$ cat src/rtl/iot_monitor_pkg.sv
// Shared types, default parameters and the saturating-add helper for the
// multi-source IoT device monitor.
package iot_monitor_pkg;

  // Default configuration of the monitor.
  localparam int DEF_WIDTH     = 8;
  localparam int DEF_NUM_SRC   = 4;
  localparam int DEF_HI_THRESH = 200;
  localparam int DEF_LO_THRESH = 150;

  // Alarm FSM states.
  typedef enum logic [0:0] {
    NORMAL = 1'b0,
    ALARM  = 1'b1
  } alarm_state_t;

  // Result of a saturating add: clipped value plus which bound was hit.
  typedef struct packed {
    logic [31:0] value;
    logic        ovf;
    logic        unf;
  } sat_result_t;

  // Adds a signed delta to an unsigned base and clips the result to
  // [0, 2^width-1]. The sum is formed in 34 signed bits so it can never
  // wrap before the bound check (callers keep width <= 31).
  function automatic sat_result_t sat_add(input logic [31:0]        base,
                                          input logic signed [31:0] delta,
                                          input int unsigned        width);
    logic signed [33:0] sum;
    logic signed [33:0] max_v;
    sat_result_t        r;
    sum     = $signed({2'b00, base}) + 34'(delta);
    max_v   = (34'sd1 <<< width) - 34'sd1;
    r.value = base;
    r.ovf   = 1'b0;
    r.unf   = 1'b0;
    if (sum > max_v) begin
      r.value = max_v[31:0];
      r.ovf   = 1'b1;
    end else if (sum < 34'sd0) begin
      r.value = '0;
      r.unf   = 1'b1;
    end else begin
      r.value = sum[31:0];
    end
    return r;
  endfunction

endpackage

$ cat src/rtl/iot_monitor_multi_if.sv
// Event and status bundle between the device-event front end (master) and
// the active-device monitor (slave).
interface iot_monitor_multi_if #(
  parameter int WIDTH   = 8,
  parameter int NUM_SRC = 4
);
  logic [NUM_SRC-1:0] change;
  logic [NUM_SRC-1:0] on_off;
  logic               clear;
  logic [WIDTH-1:0]   counter_out;
  logic [WIDTH-1:0]   counter_prev;
  logic               alarm;
  logic               ovf;
  logic               unf;
  logic [WIDTH-1:0]   peak;

  modport master (
    output change, on_off, clear,
    input  counter_out, counter_prev, alarm, ovf, unf, peak
  );

  modport slave (
    input  change, on_off, clear,
    output counter_out, counter_prev, alarm, ovf, unf, peak
  );
endinterface

$ cat src/rtl/iot_monitor_multi_event_tally.sv
// Combinational per-cycle event tally: net signed delta = #on - #off over
// all sources whose change strobe is set.
module event_tally #(
  parameter int NUM_SRC = 4,
  parameter int CW      = $clog2(NUM_SRC + 1),
  parameter int DW      = CW + 1
) (
  input  logic [NUM_SRC-1:0]   change_i,
  input  logic [NUM_SRC-1:0]   on_off_i,
  output logic signed [DW-1:0] delta_o
);

  logic [CW-1:0] inc;
  logic [CW-1:0] dec;

  // Population counts of on events and off events.
  always_comb begin
    inc = '0;
    dec = '0;
    for (int i = 0; i < NUM_SRC; i++) begin
      inc = inc + CW'(change_i[i] & on_off_i[i]);
      dec = dec + CW'(change_i[i] & ~on_off_i[i]);
    end
  end

  assign delta_o = $signed({1'b0, inc}) - $signed({1'b0, dec});

endmodule

$ cat src/rtl/iot_monitor_multi.sv
// Multi-source active IoT device counter with saturation, sticky
// overflow/underflow flags, hysteresis alarm and optional peak tracking.
// Optional feature macro: IOT_MONITOR_PEAK_EN (builds the peak register).
module iot_monitor_multi
  import iot_monitor_pkg::*;
#(
  parameter int WIDTH     = DEF_WIDTH,
  parameter int NUM_SRC   = DEF_NUM_SRC,
  parameter int HI_THRESH = DEF_HI_THRESH,
  parameter int LO_THRESH = DEF_LO_THRESH
) (
  input logic               clk,
  input logic               rst,
  iot_monitor_multi_if.slave bus
);

  localparam int CW    = $clog2(NUM_SRC + 1);
  localparam int DW    = CW + 1;
  localparam int SUM_W = WIDTH + CW + 1;

  localparam logic [0:0] ST_NORMAL = 1'(NORMAL);
  localparam logic [0:0] ST_ALARM  = 1'(ALARM);

  localparam logic [WIDTH-1:0] HI_VAL = WIDTH'(HI_THRESH);
  localparam logic [WIDTH-1:0] LO_VAL = WIDTH'(LO_THRESH);

  // Threshold ordering must hold, and the exact-width sum must fit the
  // 34-bit arithmetic of the saturating-add helper.
  if (!(LO_THRESH < HI_THRESH && HI_THRESH <= (2 ** WIDTH) - 1)) begin : g_bad_thresh
    $error("iot_monitor_multi: need LO_THRESH < HI_THRESH <= 2^WIDTH-1");
  end
  if (SUM_W > 34 || WIDTH > 31) begin : g_bad_width
    $error("iot_monitor_multi: WIDTH too large for saturating add");
  end

  logic signed [DW-1:0] delta;
  sat_result_t          sat_res;

  logic [WIDTH-1:0] counter_q, counter_d;
  logic [WIDTH-1:0] prev_q, prev_d;
  logic             ovf_q, ovf_d;
  logic             unf_q, unf_d;
  logic [0:0]       state_q, state_d;

  event_tally #(
    .NUM_SRC (NUM_SRC),
    .CW      (CW),
    .DW      (DW)
  ) u_tally (
    .change_i (bus.change),
    .on_off_i (bus.on_off),
    .delta_o  (delta)
  );

  // Counter update: net the events, saturate, track previous value and flags.
  always_comb begin
    sat_res   = sat_add(32'(counter_q), 32'(delta), WIDTH);
    counter_d = counter_q;
    prev_d    = prev_q;
    ovf_d     = ovf_q;
    unf_d     = unf_q;
    if (|bus.change) begin
      counter_d = WIDTH'(sat_res.value);
      prev_d    = counter_q;
      ovf_d     = ovf_q | sat_res.ovf;
      unf_d     = unf_q | sat_res.unf;
    end
  end

  // Hysteresis alarm FSM, driven by the registered count.
  always_comb begin
    state_d = state_q;
    case (state_q)
      ST_NORMAL: if (counter_q >= HI_VAL) state_d = ST_ALARM;
      ST_ALARM:  if (counter_q <= LO_VAL) state_d = ST_NORMAL;
      default:   state_d = ST_NORMAL;
    endcase
  end

  // State registers; clear behaves exactly like reset and drops same-cycle events.
  always_ff @(posedge clk) begin
    if (rst || bus.clear) begin
      counter_q <= '0;
      prev_q    <= '0;
      ovf_q     <= 1'b0;
      unf_q     <= 1'b0;
      state_q   <= ST_NORMAL;
    end else begin
      counter_q <= counter_d;
      prev_q    <= prev_d;
      ovf_q     <= ovf_d;
      unf_q     <= unf_d;
      state_q   <= state_d;
    end
  end

`ifdef IOT_MONITOR_PEAK_EN
  logic [WIDTH-1:0] peak_q, peak_d;

  // Running maximum of the registered count, one cycle behind it.
  always_comb begin
    peak_d = (counter_q > peak_q) ? counter_q : peak_q;
  end

  // Peak register, cleared together with the counter.
  always_ff @(posedge clk) begin
    if (rst || bus.clear) begin
      peak_q <= '0;
    end else begin
      peak_q <= peak_d;
    end
  end

  assign bus.peak = peak_q;
`else
  assign bus.peak = '0;
`endif

  assign bus.counter_out  = counter_q;
  assign bus.counter_prev = prev_q;
  assign bus.ovf          = ovf_q;
  assign bus.unf          = unf_q;
  assign bus.alarm        = (state_q == ST_ALARM);

endmodule

$ cat src/flat_wrapper.sv
// flat-port wrapper written by rule: the top's interface ports become plain ports
module iot_monitor_multi_flat import iot_monitor_pkg::*;
#(
  parameter int WIDTH     = DEF_WIDTH,
  parameter int NUM_SRC   = DEF_NUM_SRC,
  parameter int HI_THRESH = DEF_HI_THRESH,
  parameter int LO_THRESH = DEF_LO_THRESH
)
  (clk, rst, bus_change, bus_on_off, bus_clear, bus_counter_out, bus_counter_prev, bus_alarm, bus_ovf, bus_unf, bus_peak);
  iot_monitor_multi_if #(.WIDTH(WIDTH), .NUM_SRC(NUM_SRC)) bus_i ();
  input logic clk;
  input logic rst;
  input wire logic [$bits(bus_i.change)-1:0] bus_change;
  input wire logic [$bits(bus_i.on_off)-1:0] bus_on_off;
  input wire logic [$bits(bus_i.clear)-1:0] bus_clear;
  output wire logic [$bits(bus_i.counter_out)-1:0] bus_counter_out;
  output wire logic [$bits(bus_i.counter_prev)-1:0] bus_counter_prev;
  output wire logic [$bits(bus_i.alarm)-1:0] bus_alarm;
  output wire logic [$bits(bus_i.ovf)-1:0] bus_ovf;
  output wire logic [$bits(bus_i.unf)-1:0] bus_unf;
  output wire logic [$bits(bus_i.peak)-1:0] bus_peak;
  assign bus_i.change = bus_change;
  assign bus_i.on_off = bus_on_off;
  assign bus_i.clear = bus_clear;
  assign bus_counter_out = bus_i.counter_out;
  assign bus_counter_prev = bus_i.counter_prev;
  assign bus_alarm = bus_i.alarm;
  assign bus_ovf = bus_i.ovf;
  assign bus_unf = bus_i.unf;
  assign bus_peak = bus_i.peak;
  iot_monitor_multi #(.WIDTH(WIDTH), .NUM_SRC(NUM_SRC), .HI_THRESH(HI_THRESH), .LO_THRESH(LO_THRESH)) u_core (.clk(clk), .rst(rst), .bus(bus_i));
endmodule
$ cat config.mk
export PLATFORM = sky130hd
export DESIGN_NAME = iot_monitor_multi_flat
export DESIGN_NICKNAME = d
export VERILOG_FILES = /design/src/rtl/iot_monitor_pkg.sv /design/src/rtl/iot_monitor_multi_if.sv /design/src/rtl/iot_monitor_multi_event_tally.sv /design/src/rtl/iot_monitor_multi.sv /design/src/flat_wrapper.sv
export SDC_FILE = /design/constraint.sdc
export NUM_CORES = 1
export LEC_CHECK = 0
export CAP_MARGIN = 20
export CORE_UTILIZATION = 45
export DETAILED_ROUTE_END_ITERATION = 8
export HOLD_SLACK_MARGIN = 0.05
export PLACE_DENSITY = 0.83
export SETUP_SLACK_MARGIN = 0.2
export SYNTH_ARGS = -nofsm -noshare
export SYNTH_HDL_FRONTEND = slang
export SYNTH_SLANG_ARGS = --single-unit
$ cat constraint.sdc
create_clock -name clk -period 9.6 [get_ports clk]
set_clock_uncertainty 0.05 [all_clocks]
set_input_delay 1.92 -clock clk [delete_from_list [all_inputs] [get_ports clk]]
set_output_delay 1.92 -clock clk [all_outputs]
set_load 0.005 [all_outputs]
==> results of run 1 <==
[layout make-up]
type | count | area [sq um] | share of cell area, %
Multi-Input combinational cell | 149 | 1070 | 56.9
Timing Repair Buffer | 29 | 290 | 15.4
Tap cell | 46 | 57.6 | 3.06
Clock buffer | 4 | 26.3 | 1.40
Sequential cell | 19 | 380 | 20.2
Inverter | 15 | 56.3 | 2.99
[metal layers]
metal | wire (microns) | share of wire [%] | up-vias
li1 | - | - | 687
met1 | 1540 | 50 | 589
met2 | 1460 | 47 | 25
met3 | 61 | 2.0 | 5
met4 | 47 | 1.5 | 0
met5 | 0 | 0 | -
[cells in the final DEF, fill, tap and decap left out, types with 2 or more instances in the layout]
master	n
nand2_1	33
clkdlybuf4s50_1	29
dfxtp_1	19
a21oi_1	17
ha_1	16
inv_1	15
nor2_1	8
conb_1	8
o211ai_1	6
nor3_1	6
xnor2_1	4
nand2b_1	4
fa_1	4
nor2b_1	3
a21o_1	3
clkbuf_4	3
and2_1	2
nor2_2	2
nand3_1	2
nand2_2	2
xor2_1	2
o21ai_0	2
nand4_1	2
[cell families (layout without fill, tap and decap cells)]
logic type / Yosys count / after routing / share of synthesized area, %
buf+inv: 27 / 48 / 9.39
other cells: 1 / 8 / 0.238
mux: 1 / 1 / 0.636
flops: 19 / 19 / 24.2
simple gates: 71 / 71 / 23.2
fa+ha+maj: 20 / 20 / 17.8
compound gates: 42 / 42 / 20.2
xor+xnor: 7 / 7 / 4.38
[cells in the mapped netlist, types with 2 or more instances]
cell type  number
a21o_1          3
a21oi_1        17
and2_1          2
buf_4           8
buf_6           2
dfxtp_1        19
fa_1            4
ha_1           16
inv_1          15
nand2_1        33
nand2_2         2
nand2b_1        4
nand3_1         2
nand4_1         2
nor2_1          8
nor2_2          2
nor2b_1         3
nor3_1          6
o211ai_1        6
o21ai_0         2
xnor2_1         4
xor2_1          2
[metrics by stage]
step / hold slack [ns] / power [W] / util (%) / instance area [sq um] / instances
final: 0.405 / 0.000314 / 56.4 / 1880 / 262
after global routing: 0.425 / 0.000341 / 56.4 / 1880 / 262
after CTS: 0.407 / 0.000315 / 56.4 / 1880 / 262
after detailed placement: 0.395 / 0.000277 / 55.6 / 1860 / 258
after global placement: 0.387 / 0.000273 / 55.6 / 1860 / 258
after floorplan: 0.389 / 0.000231 / - / 1600 / 195
[worst min path at each step]
stage                                             to  cells after the start
after floorplan                       u_core.bus.ovf                      2
after CTS                 u_core.bus.counter_prev[6]                      2
after detailed placement  u_core.bus.counter_prev[6]                      2
after global routing      u_core.bus.counter_prev[4]                      2
after global placement    u_core.bus.counter_prev[6]                      2
final                     u_core.bus.counter_prev[6]                      2
[power groups by stage]
stage	Sequential, W	Clock (W)	Combinational [W]
3_3_place_gp	0.000103	0	0.000171
3_5_place_dp	0.000103	0	0.000174
6_report	0.000101	0.0000387	0.000174
4_1_cts	0.000101	0.0000394	0.000175
2_1_floorplan	0.000100	0	0.000131
5_1_grt	0.000103	0.0000442	0.000194
[registers in the layout (all words and copies together), names as in the netlist]
name                     count
u_core.bus.alarm             1
u_core.bus.counter_out       8
u_core.bus.counter_prev      8
u_core.bus.ovf               1
u_core.bus.unf               1
[critical path: stages]
cell             delay, ns
clkdlybuf4s50_1       0.56
or2b_1                0.27
fa_1                  0.50
inv_1                 0.04
ha_1                  0.18
ha_1                  0.31
inv_1                 0.05
ha_1                  0.26
a21o_1                0.18
a21oi_4               0.33
ha_1                  0.36
a21oi_1               0.20
o21ai_2               0.13
a41o_4                0.33
nor2b_4               0.14
a22oi_4               0.25
o211ai_1              0.13
==> metrics.log, run 1 <==
[metrics] status: completed
[metrics] clock group share of total power: 12.3%
[metrics] endpoint of the worst-slack reg-to-reg timing path: u_core.bus.counter_out[2]
[metrics] placeable core area: 3340 sq um
[metrics] horizontal die dimension: 61.1 microns
[metrics] placed wire-length estimate after detailed placement: 2590 microns
[metrics] static leakage: 0.803 nW
[metrics] total of flip-flops plus latches after synthesis: 19
[metrics] Final Cycle Share: 62.9%
[metrics] number of input and output port buffers inserted: 29
[metrics] data required time of the critical path: 9.72 ns
[metrics] CP Launch Type: primary input
[metrics] number of pins with negative max-slew slack in the final report: 0
[metrics] area fraction of the dominant cell type after synthesis: 24.2%
[metrics] Least-Margin Pin Slew: 0.567 ns
[metrics] Int Power: 0.000186 W
[metrics] Setup-failing EPs final: 0
[metrics] switching fraction of total power: 40.6%
[metrics] met3 Use GR: 1.47%
[metrics] post-CTS sizing: 0
[metrics] number of library cell types mapped by synthesis: 48
[metrics] clock edge transition at the registers on the reported setup and hold paths: 0.10 ns
[metrics] arrival time reported for the critical path endpoint: 6.15 ns
[metrics] power per cell area: 167 nW/um^2
[metrics] hold violation total from the final report: 0
[metrics] final setup margin: 3.56 ns
[metrics] number of enable flip-flop cells after synthesis: 0
[metrics] number of remaining DRC errors: 0
[metrics] number of buffers on the longest clock path: 2
[metrics] number of antenna violations at the first check in global routing: 0
[metrics] RR Startpoint: u_core.bus.counter_out[0]
[metrics] crit-path max FO: 11
[metrics] TritonCTS buffer count: 3
[metrics] vertical die dimension: 61.1 microns
[metrics] sequential group share of total power: 32.2%
[metrics] count of max-cap constraint violations: 0
[metrics] synthesized area per cell: 8.37 sq um
[metrics] vias in the first global route: 1176
[metrics] final layout net count: 248
[metrics] power share of the combinational group: 55.4%
[metrics] layer with the highest usage after global routing: met2
[metrics] Tightest Hold Check Type: flip-flop to flip-flop
[metrics] Seq/Total Area, Yosys: 24.2%
[metrics] Detailed Route WL: 3110 microns
[metrics] Setup WS pre-CTS: 3.25 ns
[metrics] critical hold path startpoint: u_core.bus.counter_prev[6]
[metrics] slew margin rel.: 61.9%
[metrics] CTS tree: done
[metrics] number of instances in the synthesized netlist: 188
[metrics] top flip-flop cell by instance count after synthesis: dfxtp_1
[metrics] met2 layer usage reported by global route: 30.4%
[metrics] mapped cell area: 1570 sq um
[metrics] clock root buffer master: clkbuf_4
[metrics] number of iterations in the first detailed-routing pass: 4
[metrics] ANT nets after route: 0
[metrics] maximum clock rate: 166 MHz
[metrics] net switching power: 0.000128 W
[metrics] r2r worst-path depth: 9
[metrics] count of boundary I/O pins: 38
[metrics] RSZ-0062 raised after global routing: no
[metrics] Filler cells: 325
[metrics] setup TNS: 0 ns
[metrics] GP Congestion: 0.859
[metrics] met1 track demand over resource in global routing: 24.7%
[metrics] number of inserted diodes: 0
[metrics] CTS sink cnt: 19
[metrics] minimum setup slack among reg-to-reg paths: 7.17 ns
[metrics] cell types with the largest area share after synthesis: dfxtp_1, ha_1, nand2_1
[metrics] Max IR drop VDD: 0.0540 mV
[metrics] ratio of cells with drive above 1 in the final layout: 8.33%
[metrics] average detailed-routed wire length per instance: 11.9 microns
[metrics] full die area: 3740 sq um
[metrics] global-route wire length before repair: 5220 microns
[metrics] vias after detailed routing: 1306
[metrics] Initial Util: 47.1%
[metrics] category of the critical setup timing path: primary input to flip-flop
[metrics] hold-fix buffers at CTS: 0
[metrics] area delta synth->final: 19.6%
[metrics] Iter 0 DRT Violations: 68
[metrics] Overall Global Routing Usage: 18.5%
[metrics] FFs w/ async S/R, synth: 0%
[metrics] number of buffers inserted to repair setup after CTS: 0
[metrics] sum of overflow across all layers after global routing: 0
[metrics] Worst Setup EP: u_core.bus.counter_out[4]
[metrics] pin count of the biggest net entering global routing: 12
[metrics] kind of end point of the critical path: flip-flop
[metrics] Clock H-tree levels: 1
[metrics] top cell type by total area after synthesis: dfxtp_1
[metrics] worst-skew pair later-pin latency: 0.30 ns
[metrics] Critical Path Start: bus_change[2]
[metrics] number of warnings printed during yosys synthesis: 0
[metrics] Cell Rows: 21
[metrics] shortest clock period the worst path allows after layout: 6.04 ns
[metrics] drt via density: 4.98
(Power assumes the default switching activity.)
==> run 2: changes to the inputs <==
--- a/config.mk
+++ b/config.mk
@@ -9,7 +9,7 @@
 export CORE_UTILIZATION = 45
 export DETAILED_ROUTE_END_ITERATION = 8
 export HOLD_SLACK_MARGIN = 0.05
-export PLACE_DENSITY = 0.83
+export PLACE_DENSITY = 0.86
 export SETUP_SLACK_MARGIN = 0.2
 export SYNTH_ARGS = -nofsm -noshare
 export SYNTH_HDL_FRONTEND = slang
==> constraint.sdc (replaced) <==
create_clock -name clk -period 5.4 [get_ports clk]
set_clock_uncertainty 0.05 [all_clocks]
set_input_delay 1.08 -clock clk [delete_from_list [all_inputs] [get_ports clk]]
set_output_delay 1.08 -clock clk [all_outputs]
set_load 0.005 [all_outputs]
==> run 2 against run 1 <==
Power up 82%; register-to-register slack worse by 4.2 ns; combinational power up 85%; design area up 1.6%; worst hold slack better by 0.0043 ns; via count up 8.0%.
==> metrics.log, run 2 (synthesis results as in run 1) <==
[metrics] full die area: 3740 sq um
[metrics] drt via density: 5.30
[metrics] ratio of cells with drive above 1 in the final layout: 10.0%
[metrics] slowest cell on the critical path: clkdlybuf4s50_1
[metrics] status: completed
[metrics] Final Cycle Share: 92.4%
[metrics] post-CTS sizing: 0
[metrics] static leakage: 0.823 nW
[metrics] RSZ-0062 raised after global routing: no
[metrics] Setup-failing EPs final: 0
[metrics] chain of cells forming the critical path: clkdlybuf4s50_1 -> nand2b_1 -> fa_1 -> inv_1 -> ha_1 -> ha_1 -> inv_1 -> ha_1 -> a21o_1 -> a21oi_4 -> ha_1 -> a21oi_1 -> o21ai_2 -> a41o_4 -> nor2b_4 -> a22oi_4 -> o211ai_1
[metrics] kind of end point of the critical path: flip-flop
[metrics] RR Startpoint: u_core.bus.counter_out[0]
[metrics] commonest cells after routing, fill and taps aside: nand2_1, clkdlybuf4s50_1, dfxtp_1, a21oi_1, ha_1
[metrics] count of max-cap constraint violations: 0
[metrics] shortest clock period the worst path allows after layout: 4.99 ns
[metrics] worst-skew pair later-pin latency: 0.29 ns
[metrics] maximum clock rate: 200 MHz
[metrics] vias after detailed routing: 1411
[metrics] number of input and output port buffers inserted: 29
[metrics] category of the critical setup timing path: primary input to flip-flop
[metrics] number of buffers on the longest clock path: 2
[metrics] Overall Global Routing Usage: 19.9%
[metrics] GP Congestion: 0.887
[metrics] CP Launch Type: primary input
[metrics] minimum setup slack among reg-to-reg paths: 2.98 ns
[metrics] final layout net count: 252
[metrics] Max IR drop VDD: 0.137 mV
[metrics] Clock H-tree levels: 1
[metrics] Least-Margin Pin Slew: 0.592 ns
[metrics] placed wire-length estimate after detailed placement: 2730 microns
[metrics] endpoint of the worst-slack reg-to-reg timing path: u_core.bus.counter_out[3]
[metrics] ANT nets after route: 0
[metrics] # placed instances: 262
[metrics] Tightest Hold Check Type: flip-flop to flip-flop
[metrics] TritonCTS buffer count: 3
[metrics] number of antenna violations at the first check in global routing: 0
[metrics] logic depth of the worst path, buffers included: 17
[metrics] number of iterations in the first detailed-routing pass: 4
[metrics] average detailed-routed wire length per instance: 12.5 microns
[metrics] FF+latch area: 380 sq um
[metrics] sum of overflow across all layers after global routing: 0
[metrics] r2r worst-path depth: 9
[metrics] number of pins with negative max-slew slack in the final report: 0
[metrics] clock root buffer master: clkbuf_4
[metrics] number of inserted diodes: 0
[metrics] placeable core area: 3340 sq um
[metrics] Iter 0 DRT Violations: 73
[metrics] Initial Util: 47.1%
[metrics] global-route wire length before repair: 5600 microns
[metrics] library cell appearing most often on the critical path: ha_1
[metrics] power per cell area: 299 nW/um^2
[metrics] Filler cells: 312
[metrics] Critical Path Start: bus_change[3]
[metrics] hold-fix buffers at CTS: 0
[metrics] pin count of the biggest net entering global routing: 11
[metrics] slew margin rel.: 60.3%
[metrics] most frequent standard cell in the layout excluding fill and tap cells: nand2_1
[metrics] final instance count without filler cells: 266
[metrics] number of buffers inserted to repair setup after CTS: 0
[metrics] area taken by multi-input logic gates: 1070 sq um
[metrics] CTS sink cnt: 19
[metrics] horizontal die dimension: 61.1 microns
[metrics] data required time of the critical path: 5.52 ns
[metrics] kind of cell adding the most delay to the critical path: adder cells
[metrics] buffer and inverter count on the worst path: 3
[metrics] Cell Rows: 21
[metrics] Worst Setup EP: u_core.bus.counter_out[3]
[metrics] clock edge transition at the registers on the reported setup and hold paths: 0.10 ns
[metrics] number of remaining DRC errors: 0
[metrics] vertical die dimension: 61.1 microns
[metrics] CTS tree: done
[metrics] setup TNS: 0 ns
[metrics] arrival time reported for the critical path endpoint: 5.10 ns
[metrics] crit-path max FO: 7
[metrics] count of boundary I/O pins: 38
[metrics] maximum single-stage delay on the critical path: 0.56 ns
[metrics] hold violation total from the final report: 0
[metrics] vias in the first global route: 1290
[metrics] Detailed Route WL: 3320 microns
[metrics] area delta synth->final: 21.6%
[run 2: layout make-up]
class / count / share of cell area [%]
repair buffers: 33 / 16.8
well taps: 46 / 3.01
flip-flops and latches: 19 / 19.9
inverters: 15 / 2.95
multi-input cells: 149 / 56.0
clock buffers: 4 / 1.37
[run 2: worst register-to-register path, delay by kind of cell, from the launching register on]
family          cells  cell delay (ns)
compound gates      4             0.67
fa+ha+maj           2             0.63
buf+inv             1             0.07
flops               1             0.43
simple gates        2             0.48
[run 2: worst min-delay path by stage]
stage,startpoint,endpoint,slack (ns),depth (start not counted)
6_report,u_core.bus.counter_prev[6],u_core.bus.counter_prev[6],0.41,2
3_5_place_dp,u_core.bus.counter_prev[6],u_core.bus.counter_prev[6],0.40,2
5_1_grt,u_core.bus.counter_prev[4],u_core.bus.counter_prev[4],0.43,2
4_1_cts,u_core.bus.counter_prev[4],u_core.bus.counter_prev[4],0.41,2
3_3_place_gp,u_core.bus.ovf,u_core.bus.ovf,0.39,2
2_1_floorplan,u_core.bus.ovf,u_core.bus.ovf,0.39,2
[run 2: report_power, final]
part | internal, W | total, W | switching [W]
clock network | 0.0000287 | 0.0000691 | 0.0000403
registers | 0.000157 | 0.000180 | 0.0000229
logic | 0.000154 | 0.000322 | 0.000168
total | 0.000340 | 0.000571 | 0.000231
[run 2: routing by layer]
metal  routed length, microns  up-vias  track usage [%]
met5                        0        -                0
met4                       68        0             8.12
met3                      134        7             2.73
met2                     1640       44             33.4
met1                     1480      671             25.7
li1                         -      689                -
[run 2: through the flow]
stage	hold slack [ns]	total power [W]	area (sq um)	util, %	worst slack [ns]
final	0.409	0.000571	1910	57.3	0.412
after global routing	0.431	0.000622	1910	57.3	0.207
after detailed placement	0.396	0.000504	1890	56.5	0.0929
after global placement	0.386	0.000493	1890	56.5	0.147
after CTS	0.410	0.000572	1910	57.3	0.399
after floorplan	0.389	0.000411	1600	-	0.720
==> run 3: changes to the inputs <==
--- a/config.mk
+++ b/config.mk
@@ -8,7 +8,6 @@
 export CAP_MARGIN = 20
 export CORE_UTILIZATION = 45
 export DETAILED_ROUTE_END_ITERATION = 8
-export HOLD_SLACK_MARGIN = 0.05
 export PLACE_DENSITY = 0.86
 export SETUP_SLACK_MARGIN = 0.2
 export SYNTH_ARGS = -nofsm -noshare
==> results of run 3 <==
Final layout, timing and power as in run 2 (identical DEF).
